==> src/rtl/velox_sched_pkg.sv <==
// Shared types and helpers for the velox LED blink scheduler.
package velox_sched_pkg;

  localparam int CNTW_DEF = 4;

  typedef enum logic [1:0] {
    ST_IDLE = 2'd0,
    ST_ON   = 2'd1,
    ST_OFF  = 2'd2,
    ST_GAP  = 2'd3
  } state_t;

  // Blink unit length in clock cycles; 64-bit math so large clocks do not overflow.
  function automatic int calc_unit(input longint unsigned f_hz, input longint unsigned ms);
    return int'((f_hz * ms) / 64'd1000);
  endfunction

endpackage

==> src/rtl/velox_tick_div.sv <==
// U-cycle prescaler: one-cycle tick every DIV cycles, restartable by a synchronous clear.
module velox_tick_div #(
  parameter int DIV = 1
) (
  input  logic clk,
  input  logic rst_n,
  input  logic clr,
  output logic tick
);

  localparam int CW = (DIV > 1) ? $clog2(DIV) : 1;
  localparam logic [CW-1:0] LAST = CW'(DIV - 1);

  logic [CW-1:0] r_cnt;

  always_ff @(posedge clk or negedge rst_n) begin
    if (!rst_n) begin
      r_cnt <= '0;
    end else if (clr || (r_cnt == LAST)) begin
      r_cnt <= '0;
    end else begin
      r_cnt <= r_cnt + 1'b1;
    end
  end

  assign tick = (r_cnt == LAST);

endmodule

==> src/rtl/velox_blink_sched.sv <==
// Round-robin scheduler sharing one status LED among nreq blink-code requesters.
// Optional VELOX_SCHED_HEARTBEAT_EN: LED toggles every unit while idle with no request.
//   state | meaning
//   IDLE  | waiting; grants next requester at/after ptr
//   ON    | LED lit for one unit
//   OFF   | LED dark for one unit, one pulse consumed
//   GAP   | dark gap_units units, then done pulse
module velox_blink_sched
  import velox_sched_pkg::*;
#(
  parameter int clk_freq_hz = 50_000,
  parameter int unit_ms     = 250,
  parameter int gap_units   = 4,
  parameter int nreq        = 4,
  parameter int cntw        = CNTW_DEF
) (
  input  logic                 clk,
  input  logic                 rst_n,
  input  logic [nreq-1:0]      req,
  input  logic [nreq*cntw-1:0] count,
  output logic [nreq-1:0]      done,
  output logic                 busy,
  output logic                 q
);

  localparam int U   = calc_unit(longint'(clk_freq_hz), longint'(unit_ms));
  localparam int IW  = $clog2(nreq);
  localparam int IW1 = IW + 1;
  localparam int GW  = (gap_units > 1) ? $clog2(gap_units) : 1;
  localparam logic [GW-1:0] GLAST = GW'(gap_units - 1);

  if ((U < 1) || (gap_units < 1) || (nreq < 2) || (nreq > 8)) begin : g_param_chk
    $error("velox_blink_sched: illegal parameter set");
  end

  state_t            r_state, w_state_n;
  logic              r_q, w_q_n;
  logic              r_busy;
  logic [nreq-1:0]   r_done, w_done_n;
  logic [cntw-1:0]   r_rem, w_rem_n;
  logic [GW-1:0]     r_gcnt, w_gcnt_n;
  logic [IW-1:0]     r_ptr, w_ptr_n;
  logic [IW-1:0]     r_idx, w_idx_n;
  logic              w_clr, w_tick;

  logic [cntw-1:0]   w_cnt [nreq];
  logic [2*nreq-1:0] w_req2;
  logic [nreq-1:0]   w_rot;
  logic              w_any;
  logic [IW-1:0]     w_off, w_gnt, w_ptr_inc;
  logic [IW:0]       w_sum;

  for (genvar g = 0; g < nreq; g++) begin : g_cnt
    assign w_cnt[g] = count[g*cntw +: cntw];
  end

  // Rotate requests so bit 0 is the requester at ptr; lowest set bit wins.
  assign w_req2 = {req, req};
  assign w_rot  = w_req2[r_ptr +: nreq];

  always_comb begin
    w_any = 1'b0;
    w_off = '0;
    for (int j = nreq - 1; j >= 0; j--) begin
      if (w_rot[j]) begin
        w_any = 1'b1;
        w_off = IW'(j);
      end
    end
    w_sum     = {1'b0, r_ptr} + {1'b0, w_off};
    w_gnt     = (w_sum >= IW1'(nreq)) ? IW'(w_sum - IW1'(nreq)) : IW'(w_sum);
    w_ptr_inc = (w_gnt == IW'(nreq - 1)) ? '0 : w_gnt + 1'b1;
  end

  velox_tick_div #(.DIV(U)) u_tick (
    .clk   (clk),
    .rst_n (rst_n),
    .clr   (w_clr),
    .tick  (w_tick)
  );

  always_ff @(posedge clk or negedge rst_n) begin
    if (!rst_n) begin
      r_state <= ST_IDLE;
      r_q     <= 1'b0;
      r_busy  <= 1'b0;
      r_done  <= '0;
      r_rem   <= '0;
      r_gcnt  <= '0;
      r_ptr   <= '0;
      r_idx   <= '0;
    end else begin
      r_state <= w_state_n;
      r_q     <= w_q_n;
      r_busy  <= (w_state_n != ST_IDLE);
      r_done  <= w_done_n;
      r_rem   <= w_rem_n;
      r_gcnt  <= w_gcnt_n;
      r_ptr   <= w_ptr_n;
      r_idx   <= w_idx_n;
    end
  end

  always_comb begin
    w_state_n = r_state;
    w_q_n     = r_q;
    w_done_n  = '0;
    w_rem_n   = r_rem;
    w_gcnt_n  = r_gcnt;
    w_ptr_n   = r_ptr;
    w_idx_n   = r_idx;
    w_clr     = 1'b0;
    case (r_state)
      ST_IDLE: begin
`ifdef VELOX_SCHED_HEARTBEAT_EN
        if (w_tick) w_q_n = ~r_q;
`else
        w_q_n = 1'b0;
`endif
        if (w_any) begin
          w_idx_n = w_gnt;
          w_ptr_n = w_ptr_inc;
          w_rem_n = w_cnt[w_gnt];
          if (w_cnt[w_gnt] != '0) begin
            w_state_n = ST_ON;
            w_q_n     = 1'b1;
            w_clr     = 1'b1;
          end else begin
            w_done_n[w_gnt] = 1'b1;
          end
        end
      end
      ST_ON: begin
        w_q_n = 1'b1;
        if (w_tick) begin
          w_state_n = ST_OFF;
          w_q_n     = 1'b0;
          w_clr     = 1'b1;
        end
      end
      ST_OFF: begin
        w_q_n = 1'b0;
        if (w_tick) begin
          w_rem_n = r_rem - 1'b1;
          w_clr   = 1'b1;
          if (r_rem > cntw'(1)) begin
            w_state_n = ST_ON;
            w_q_n     = 1'b1;
          end else begin
            w_state_n = ST_GAP;
            w_gcnt_n  = '0;
          end
        end
      end
      ST_GAP: begin
        w_q_n = 1'b0;
        if (w_tick) begin
          if (r_gcnt == GLAST) begin
            w_state_n       = ST_IDLE;
            w_done_n[r_idx] = 1'b1;
            w_gcnt_n        = '0;
            w_clr           = 1'b1;
          end else begin
            w_gcnt_n = r_gcnt + 1'b1;
          end
        end
      end
      default: begin
        w_state_n = ST_IDLE;
        w_q_n     = 1'b0;
      end
    endcase
  end

  assign q    = r_q;
  assign busy = r_busy;
  assign done = r_done;

endmodule

==> config.mk <==
export PLATFORM = sky130hd
export DESIGN_NAME = velox_blink_sched
export DESIGN_NICKNAME = d
export VERILOG_FILES = /design/src/rtl/velox_sched_pkg.sv /design/src/rtl/velox_tick_div.sv /design/src/rtl/velox_blink_sched.sv
export SDC_FILE = /design/constraint.sdc
export NUM_CORES = 1
export LEC_CHECK = 0
export BUFFER_PORTS_ARGS = -buffer_cell sky130_fd_sc_hd__clkbuf_2
export CAP_MARGIN = 20
export CELL_PAD_IN_SITES_DETAIL_PLACEMENT = 1
export CELL_PAD_IN_SITES_GLOBAL_PLACEMENT = 1
export CORE_ASPECT_RATIO = 1.2
export CORE_MARGIN = 2
export CORE_UTILIZATION = 49
export DETAILED_ROUTE_END_ITERATION = 10
export PLACE_DENSITY_LB_ADDON = 0.12
export SLEW_MARGIN = 25
export SYNTH_ARGS = -nofsm -noshare
export SYNTH_HDL_FRONTEND = slang
export SYNTH_SLANG_ARGS = --single-unit
==> constraint.sdc <==
create_clock -name clk -period 7.6 [get_ports clk]
set_input_delay 0.76 -clock clk [delete_from_list [all_inputs] [get_ports clk]]
set_output_delay 0.76 -clock clk [all_outputs]
set_load 0.005 [all_outputs]
* After elaboration in Yosys (flattened, before gate mapping)
Index checks and enable logic that the tools add are counted.
** Cells by class
- Equal/unequal tests :: 10
- Bitwise operators :: 1
- Reductions and logical operators :: 12
- Mux-type cells :: 49
- $add $sub $neg :: 6
- Magnitude comparators :: 7
- Shift operators :: 1
** Operators by type and width (number)
- $mux 2 :: 17
- $mux 4 :: 8
- $pmux 4 s2 :: 2
- $add 14x1->14 const B :: 1
- $eq 14x14->1 const B :: 1
- $mux 1 :: 14
- $mux 14 :: 1
- $bmux 4 s2 :: 1
- $eq 2x2->1 const B :: 4
- $pmux 2 s4 :: 1
- $shiftx 8x3->4 :: 1
- $ge 3x3->1 const B :: 2
- $lt 2x3->1 const B :: 2
- $reduce_bool 2->1 :: 3
- $add 2x1->2 const B :: 2
- $demux 1 s2 :: 2
- $ge 2x1->1 const B :: 2
- $gt 4x1->1 const B :: 1
- $ne 2x1->1 const B :: 2
- $ne 2x2->1 const B :: 2
- $pmux 1 s4 :: 1
- $pmux 2 s2 :: 1
- $reduce_and 4->1 :: 1
- $reduce_bool 4->1 :: 1
- 12 further kinds :: 13
** Storage, ports and cells
- Output and inout bits :: 6
- Input bits :: 22
- Word-level logic and storage cells :: 95
- Bits in registers :: 32

* Depth between registers and ports, before layout
Gate-level depths: netlist (run 1).
- Depth after elaboration :: 18
- Mapped depth :: 12
- Mapped depth without buffers :: 12

* Modules after synthesis
A second synthesis (run 1) with hierarchy kept.
** Second synthesis, totals
- Cell total of the unflattened synthesis :: 230
- Area, all modules :: 2208.4 sq um
** Modules (own cells, without submodules)
- velox_blink_sched :: seq. area each 450.4 sq um, instances 1, cells each 155, area an instance 1463.9 sq um
- velox_tick_div :: seq. area each 350.3 sq um, instances 1, cells each 75, area an instance 744.5 sq um

* Worst setup path before layout (run 1)
No wires, ideal clock.
- Path kind :: input-to-reg
- From :: in req[1]
- To :: reg r_busy, in the netlist busy
- Library setup time :: 0.126 ns
- Stages on the path :: 11
- Data required time :: 7.474 ns
- Slack :: 4.372 ns
- Path buffers :: 1
- Data arrival time :: 3.102 ns
- Path through :: buf_4 -> nand2b_1 -> o22ai_1 -> o21ai_0 -> o221ai_1 -> ha_1 -> inv_2 -> or4_1 -> o22ai_1 -> mux2i_4 -> a221o_1
** Between the ends
- Word-level cells in the longest chain between the ends :: 17
- Elaborated cells between the ends (all ways) :: 22
- Those cells by class :: add/sub (2); order compare (1); shift (1); mux (15); bitwise (1); reduce/logical (2)
** RTL lines
- start: declaration :: RTL line velox_blink_sched.sv:19 : input logic [nreq-1:0] req,
- $shiftx 8x3->4 (*) :: RTL line velox_blink_sched.sv:59 : assign w_rot = w_req2[r_ptr +: nreq];
- $mux 2 (3 in a row) :: RTL line velox_blink_sched.sv:65 : if (w_rot[j]) begin
- $mux 2 (*) :: RTL line velox_blink_sched.sv:65
- $add 2x2->3 (*) :: RTL line velox_blink_sched.sv:70 : w_sum = {1'b0, r_ptr} + {1'b0, w_off};
- $ge 3x3->1 or $sub 2x1->2 (tied branches) :: RTL line velox_blink_sched.sv:71 : w_gnt = (w_sum >= IW1'(nreq)) ? IW'(w_sum - IW1'(nreq)) : IW'(w_sum);
- $mux 2 (*) :: RTL line velox_blink_sched.sv:71
- named net w_gnt[0] :: RTL line velox_blink_sched.sv:50 : logic [IW-1:0] w_off, w_gnt, w_ptr_inc;
- $not 2->3 (not written as such) (*) :: RTL line velox_blink_sched.sv:124 : if (w_cnt[w_gnt] != '0) begin
- $bmux 4 s2 (*) :: RTL line velox_blink_sched.sv:124
- $mux 4 (not written as such) (*) (2 in a row) :: RTL line velox_blink_sched.sv:124
- $reduce_bool 4->1 (*) :: RTL line velox_blink_sched.sv:124
- $mux 2 (*) :: RTL line velox_blink_sched.sv:124
- $mux 2 (*) :: RTL line velox_blink_sched.sv:120 : if (w_any) begin
- $pmux 2 s4 (*) :: RTL line velox_blink_sched.sv:113 : case (r_state)
- $reduce_bool 2->1 (*) :: RTL line velox_blink_sched.sv:95 : r_busy <= (w_state_n != ST_IDLE);
- end signal: assignment :: RTL line velox_blink_sched.sv:95
- end: declaration :: RTL line velox_blink_sched.sv:38 : logic r_busy;
Mark *: on every way through the listed nets, which the timed path passes. The rest lies on a longest branch. The select of a mux whose other input is x is not followed.
A chain may end at the register's enable or synchronous reset.

* Final worst setup path (run 1)
- From :: in req[3]
- To :: reg r_busy, in the netlist busy
The elaborated chain is that of the path after synthesis.

==> results of run 1 <==
## area by class of cell
type | instances | area [um^2]
tap | 58 | 72.6
multi-input combinational | 193 | 1470
timing repair buffer | 29 | 150
clock buffer | 6 | 72.6
sequential | 32 | 801
inverter | 14 | 52.6
clock inverter | 2 | 35.0
fill | 551 | 2010
## power breakdown
part | switching (uW) | internal [uW]
clock | 62.6 | 97.2
sequential | 51.2 | 211
combinational | 269 | 183
## critical path, cell delays in order
cell and delay (ns):
clkbuf_2 0.14, inv_1 0.08, nand3_1 0.08, o311ai_0 0.13, o21ai_0 0.11, o221ai_1 0.14
ha_1 0.45, inv_2 0.12, or4_1 0.52, o22ai_1 0.38, mux2i_4 0.29, a221o_1 0.42
## Yosys cell counts (3+ instances only)
cell,n
mux2i_1,7
o21ai_0,10
dfrtp_1,32
xnor2_1,6
a21o_1,3
ha_1,13
mux2_2,3
nor4_1,6
o2bb2ai_1,4
inv_1,12
o31ai_1,4
clkbuf_1,6
nand3_1,6
xor2_1,7
nand4_1,4
a21oi_1,5
buf_4,3
and3_1,4
nor2b_1,3
nor2_1,16
nand2_1,21
a211oi_2,9
nor3_1,6
o221ai_1,4
or4_1,5
a211oi_1,7
nand2b_1,4
## through the flow
step           worst slack, ns  cells  instance area (um^2)  total power [uW]
6_report                  4.15    334                  2650               875
5_1_grt                   3.98    334                  2650               938
4_1_cts                   4.14    334                  2650               880
3_5_place_dp              3.80    326                  2550               714
3_3_place_gp              3.98    326                  2550               699
2_1_floorplan             4.37    253                  2400               609
## metal layers
metal / share of wire, % / vias up / track usage, %
met1: 42 / 1001 / 28.2
met5: 0 / - / 0
met4: 1.6 / 0 / 7.20
met2: 54 / 38 / 45.0
li1: - / 988 / -
met3: 2.4 / 8 / 3.05
## sequential cells by signal, summed over array words and instances (netlist names)
signal,flops
r_state,2
q,1
r_ptr,2
r_idx,2
r_rem,4
u_tick.r_cnt,14
r_gcnt,2
busy,1
done,4
## cells by family after synthesis
logic type                 Yosys count
buffers and inverters               28
xor gates and xnor gates            14
and+or+nand+nor                     88
adders and majority gates           13
DFF                                 32
AOI/OAI and AO/OA                   67
muxes                               11
## final timing paths
path / start / endpoint / slack (ns) / cells past startpoint
max: req[3] / busy / 4.15 / 12
min: u_tick.r_cnt[0] / u_tick.r_cnt[0] / 0.51 / 1
max reg2reg: r_ptr[0] / busy / 4.27 / 10
min reg2reg: u_tick.r_cnt[0] / u_tick.r_cnt[0] / 0.51 / 1
max in group asynchronous: rst_n / r_rem[0] / 6.53 / 1
min in group asynchronous: rst_n / u_tick.r_cnt[2] / 0.56 / 1
==> flow_metrics.tcl, run 1 <==
set metrics [dict create \
    outcome "finished clean" \
    relSlewSlack_pct 45.6 \
    synth.yosys.seq_area_share_pct 33.3 \
    critical_path_class "input port to flop" \
    syn_inst 253 \
    drc_errors 0 \
    syn-num-nets 288 \
    synth-edff-count 0 \
    drv_cap 0 \
    worst_pin_slew_ns 0.816 \
    ctsLongestPathBuffers 2 \
    first_iter_violations 101 \
    arrival_ns 3.62 \
    antenna_cells 0 \
    min_period_over_period_pct 45.4 \
    hold-worst-slack_ns 0.510 \
    synth_area_um2 2400 \
    leakagePower_uw 0.00115 \
    hold_viol 0 \
    yosysTopAreaCellShare_pct 33.3 \
    antenna_found_initial 0 \
    setup_viol 0 \
    initial_core_util_pct 51.6 \
    layout-drive-gt1-share_pct 21.0 \
    post_cts_resized 0 \
    rsz0062_at_grt "false" \
    hpwl_mm 4.46 \
    die_width_um 68.0 \
    synth_mux_area_share_pct 5.25 \
    first_pass_iters 4 \
    portBuffers 27 \
    overflow 0 \
    ys_types 59 \
    synth_compound_area_share_pct 22.9 \
    fmax_mhz 290 \
    grt_pass1_wl_mm 10.1 \
    start_kind "input port" \
    final_cell_mix "32 x dfrtp_1, 27 x clkbuf_2, 21 x nand2_1" \
    cts.root.buffer_cell "clkbuf_8" \
    wl_per_cell_um 18.0 \
    final_nets 310 \
    fin_crit_ns 3.45 \
    post_cts_buffers 0 \
    synth_top_family_by_area "compound AO/OA/AOI/OAI gates" \
    clkTransAtPathRegs_ns 0.07 \
    clock-sinks 32 \
    place_congestion 0.829 \
    ioPinCount 28 \
    antenna_left 0 \
    cts_tree "done" \
    final_common_cell "dfrtp_1" \
    wirelength_mm 6.00 \
    fin_setup_tns_ns 0 \
    worstPathRequired_ns 7.77 \
    grt_pass1_vias 2154 \
    synth_area_leaders "dfrtp_1 33%, ha_1 6.8%, a211oi_2 4.7%" \
    grt_use_total_pct 24.2 \
    avgSynthCellArea_um2 9.51 \
    finish.utilization_pct 56.9 \
    grt_max_degree 36 \
    synthArstFlopShare_pct 100 \
    ir_worst_vdd_mv 0.153 \
    die-area_um2 5490 \
    htreeDepth 2 \
    cts_buffers 5 \
    row_count 27 \
    hold_path.class "flop to flop" \
    clock_skew_ns 0.00454 \
    synthXorXnorAreaFrac_pct 5.88 \
    yosys.area.top_type "dfrtp_1" \
    cts_hold_buffers 0 \
    yosys.area_share.simple_pct 20.3 \
    die_y_um 80.7 \
    p_per_area_nw_per_um2 330 \
    ys_seq_elements 32 \
    yosysWarnings 0 \
    routed-via-count 2035 \
    post_drt_via_cell_ratio 6.09 \
    core_region_area_um2 4660 \
    final_max_slew_viol_count 0 \
    worstSkewPairLatency_ns 0.28 \
    endpoint_kind "flop" \
    synth_fa_ha_area_share_pct 6.76 \
    worstPathMaxFanout 16 \
    syn_to_final_growth_pct 10.4 \
    ys.flop_type "dfrtp_1" \
]
Power figures use the tool's default switching activity.
==> run 2: changes to the inputs <==
ABC_AREA = 1   (was unset)
CORE_UTILIZATION = 39   (was 49)
clock period = 3.1 ns   (was 7.6 ns; I/O delays follow)
==> flow_metrics.tcl, run 2 <==
set metrics [dict create \
    outcome "finished clean" \
    post_cts_resized 0 \
    row_count 30 \
    worstSkewPairLatency_ns 0.28 \
    hold_path.class "input port to asynchronous set/reset pin" \
    final_nets 356 \
    synth.yosys.seq_area_share_pct 35.6 \
    cts_tree "done" \
    die_y_um 87.2 \
    grt_max_degree 33 \
    ctsLongestPathBuffers 2 \
    antenna_left 0 \
    synth-edff-count 0 \
    routed-via-count 1891 \
    final_max_slew_viol_count 0 \
    hold_viol 0 \
    critPathTopFamily "simple AND/OR/NAND/NOR gates" \
    path_cells "inv_2 > nand2_1 > nand3_1 > nand2_1 > nand3_1 > a21boi_0 > ha_1 > xor2_2 > inv_2 > nand3_2 > nand2_4 > nand2_1 > nand2_1 > nor2_4 > nand2_4 > nand2_4 > nand2_4 > nor2_1" \
    overflow 0 \
    initial_core_util_pct 40.2 \
    yosysTopAreaCellShare_pct 35.6 \
    worstPathRequired_ns 3.30 \
    first_pass_iters 4 \
    place_congestion 0.798 \
    critical_path_class "flop to flop" \
    critical-path-max-stage-delay_ns 0.47 \
    die-area_um2 6390 \
    pre_cts_slack_ns 0.353 \
    synth_area_um2 2250 \
    syn_inst 290 \
    cts_buffers 5 \
    reg2regPathDepth 18 \
    drc_errors 0 \
    fin_ws_ns 0.370 \
    arrival_ns 2.93 \
    hpwl_mm 4.08 \
    p_per_area_nw_per_um2 1050 \
    fmax_mhz 366 \
    hold-worst-slack_ns 0.123 \
    clkTransAtPathRegs_ns 0.07 \
    fin_crit_ns 2.73 \
    final_common_cell "nand2_1" \
    portBuffers 27 \
    top_register "u_tick.r_cnt" \
    ioPinCount 28 \
    synthArstFlopShare_pct 100 \
    worstPathMaxFanout 13 \
    antenna_cells 0 \
    cp_slowest_cell "dfrtp_1" \
    first_iter_violations 74 \
    ys_top_cells_by_count "72 x nand2_1, 34 x inv_1, 32 x dfrtp_1, 25 x nand3_1, 23 x nor2_1" \
    grt_use_total_pct 17.4 \
    clock-sinks 32 \
    min_period_over_period_pct 88.1 \
    ys.flop_type "dfrtp_1" \
    wirelength_mm 4.97 \
    cp_num_cells 18 \
    endpoint_kind "flop" \
    grt_pass1_wl_mm 8.76 \
    die_width_um 73.3 \
    post_drt_via_cell_ratio 4.91 \
    total_power_uw 2680 \
    fin_setup_tns_ns 0 \
    core_region_area_um2 5590 \
    synth.most_common_cell "nand2_1" \
    layout-drive-gt1-share_pct 20.6 \
    setup_viol 0 \
    antenna_found_initial 0 \
    cts_hold_buffers 0 \
    path_buf_inv 2 \
    post_cts_buffers 0 \
    rsz0062_at_grt "false" \
    start_kind "flop" \
    drv_cap 0 \
    yosysWarnings 0 \
    clock_skew_ns 0.00740 \
    wl_per_cell_um 12.9 \
    cts.root.buffer_cell "clkbuf_8" \
    yosys.area.top_type "dfrtp_1" \
    synth_area_leaders "dfrtp_1 36%, nand2_1 12%, ha_1 7.2%" \
    htreeDepth 2 \
    largest_reg_flops 14 \
    final_cell_mix "72 x nand2_1, 34 x inv_1, 32 x dfrtp_1" \
    ys_types 29 \
    avgSynthCellArea_um2 7.75 \
    ir_worst_vdd_mv 0.635 \
    grt_pass1_vias 2023 \
    syn_to_final_growth_pct 13.1 \
    syn-num-nets 325 \
    relSlewSlack_pct 44.6 \
    leakagePower_uw 0.00124 \
    ys_seq_elements 32 \
    worst_pin_slew_ns 0.831 \
]
run 2: changes by cell type in the layout (fill, tap and decap cells not counted), moves of 6 or more:
| cell | before | now |
|---|---|---|
| nor4_1 | 6 | 0 |
| mux2i_1 | 7 | 0 |
| nor2_1 | 16 | 23 |
| nor2_4 | 0 | 12 |
| a211oi_2 | 9 | 0 |
| a211oi_1 | 7 | 0 |
| nand2_1 | 21 | 72 |
| nand3_1 | 6 | 25 |
| inv_1 | 12 | 34 |
| nand2_2 | 0 | 7 |
run 2: per-stage QoR:
step	area (um^2)	util (%)	std cells
floorplan	2250	-	290
global placement	2440	43.7	378
detailed placement	2440	43.7	378
CTS	2540	45.4	385
global route	2540	45.4	385
finish	2540	45.4	385
run 2: where the power goes:
group          internal, uW  leakage [uW]  total, uW  switching (uW)
clock                   198     0.0000503        344             147
sequential              525      0.000419        602            77.7
combinational           576      0.000768       1730            1160
total                  1300       0.00124       2680            1380
run 2: cells by family after synthesis:
family          share of synthesized area [%]
compound gates                           8.02
xor+xnor                                 5.01
fa+ha+maj                                7.24
buf+inv                                  7.96
flops                                    35.6
simple gates                             36.1
run 2: final cells by class:
type | instances | area [um^2]
flip-flops and latches | 32 | 801
multi-input cells | 214 | 1270
fillers | 699 | 3050
repair buffers | 29 | 150
well taps | 64 | 80.1
clock buffers | 7 | 96.3
inverters | 39 | 146
run 2: per-layer routing:
layer  global-route usage (%)  share of wire [%]  routed length [um]  up-vias
met5                        0                  0                   0        -
met4                     4.46                1.2                  61        0
met3                     2.55                2.6                 128        6
met2                     34.2                 55                2710       27
met1                     19.0                 42                2060      873
li1                         -                  -                   -      985
run 2: path summary, 6_finish.rpt:
kind | startpoint | to | slack (ns)
min in group clk | u_tick.r_cnt[0] | u_tick.r_cnt[0] | 0.46
setup reg to reg | r_ptr[0] | u_tick.r_cnt[0] | 0.37
setup / recovery | r_ptr[0] | u_tick.r_cnt[0] | 0.37
hold / removal | rst_n | r_gcnt[1] | 0.12
hold reg to reg | u_tick.r_cnt[0] | u_tick.r_cnt[0] | 0.46
max in group asynchronous | rst_n | u_tick.r_cnt[9] | 2.46
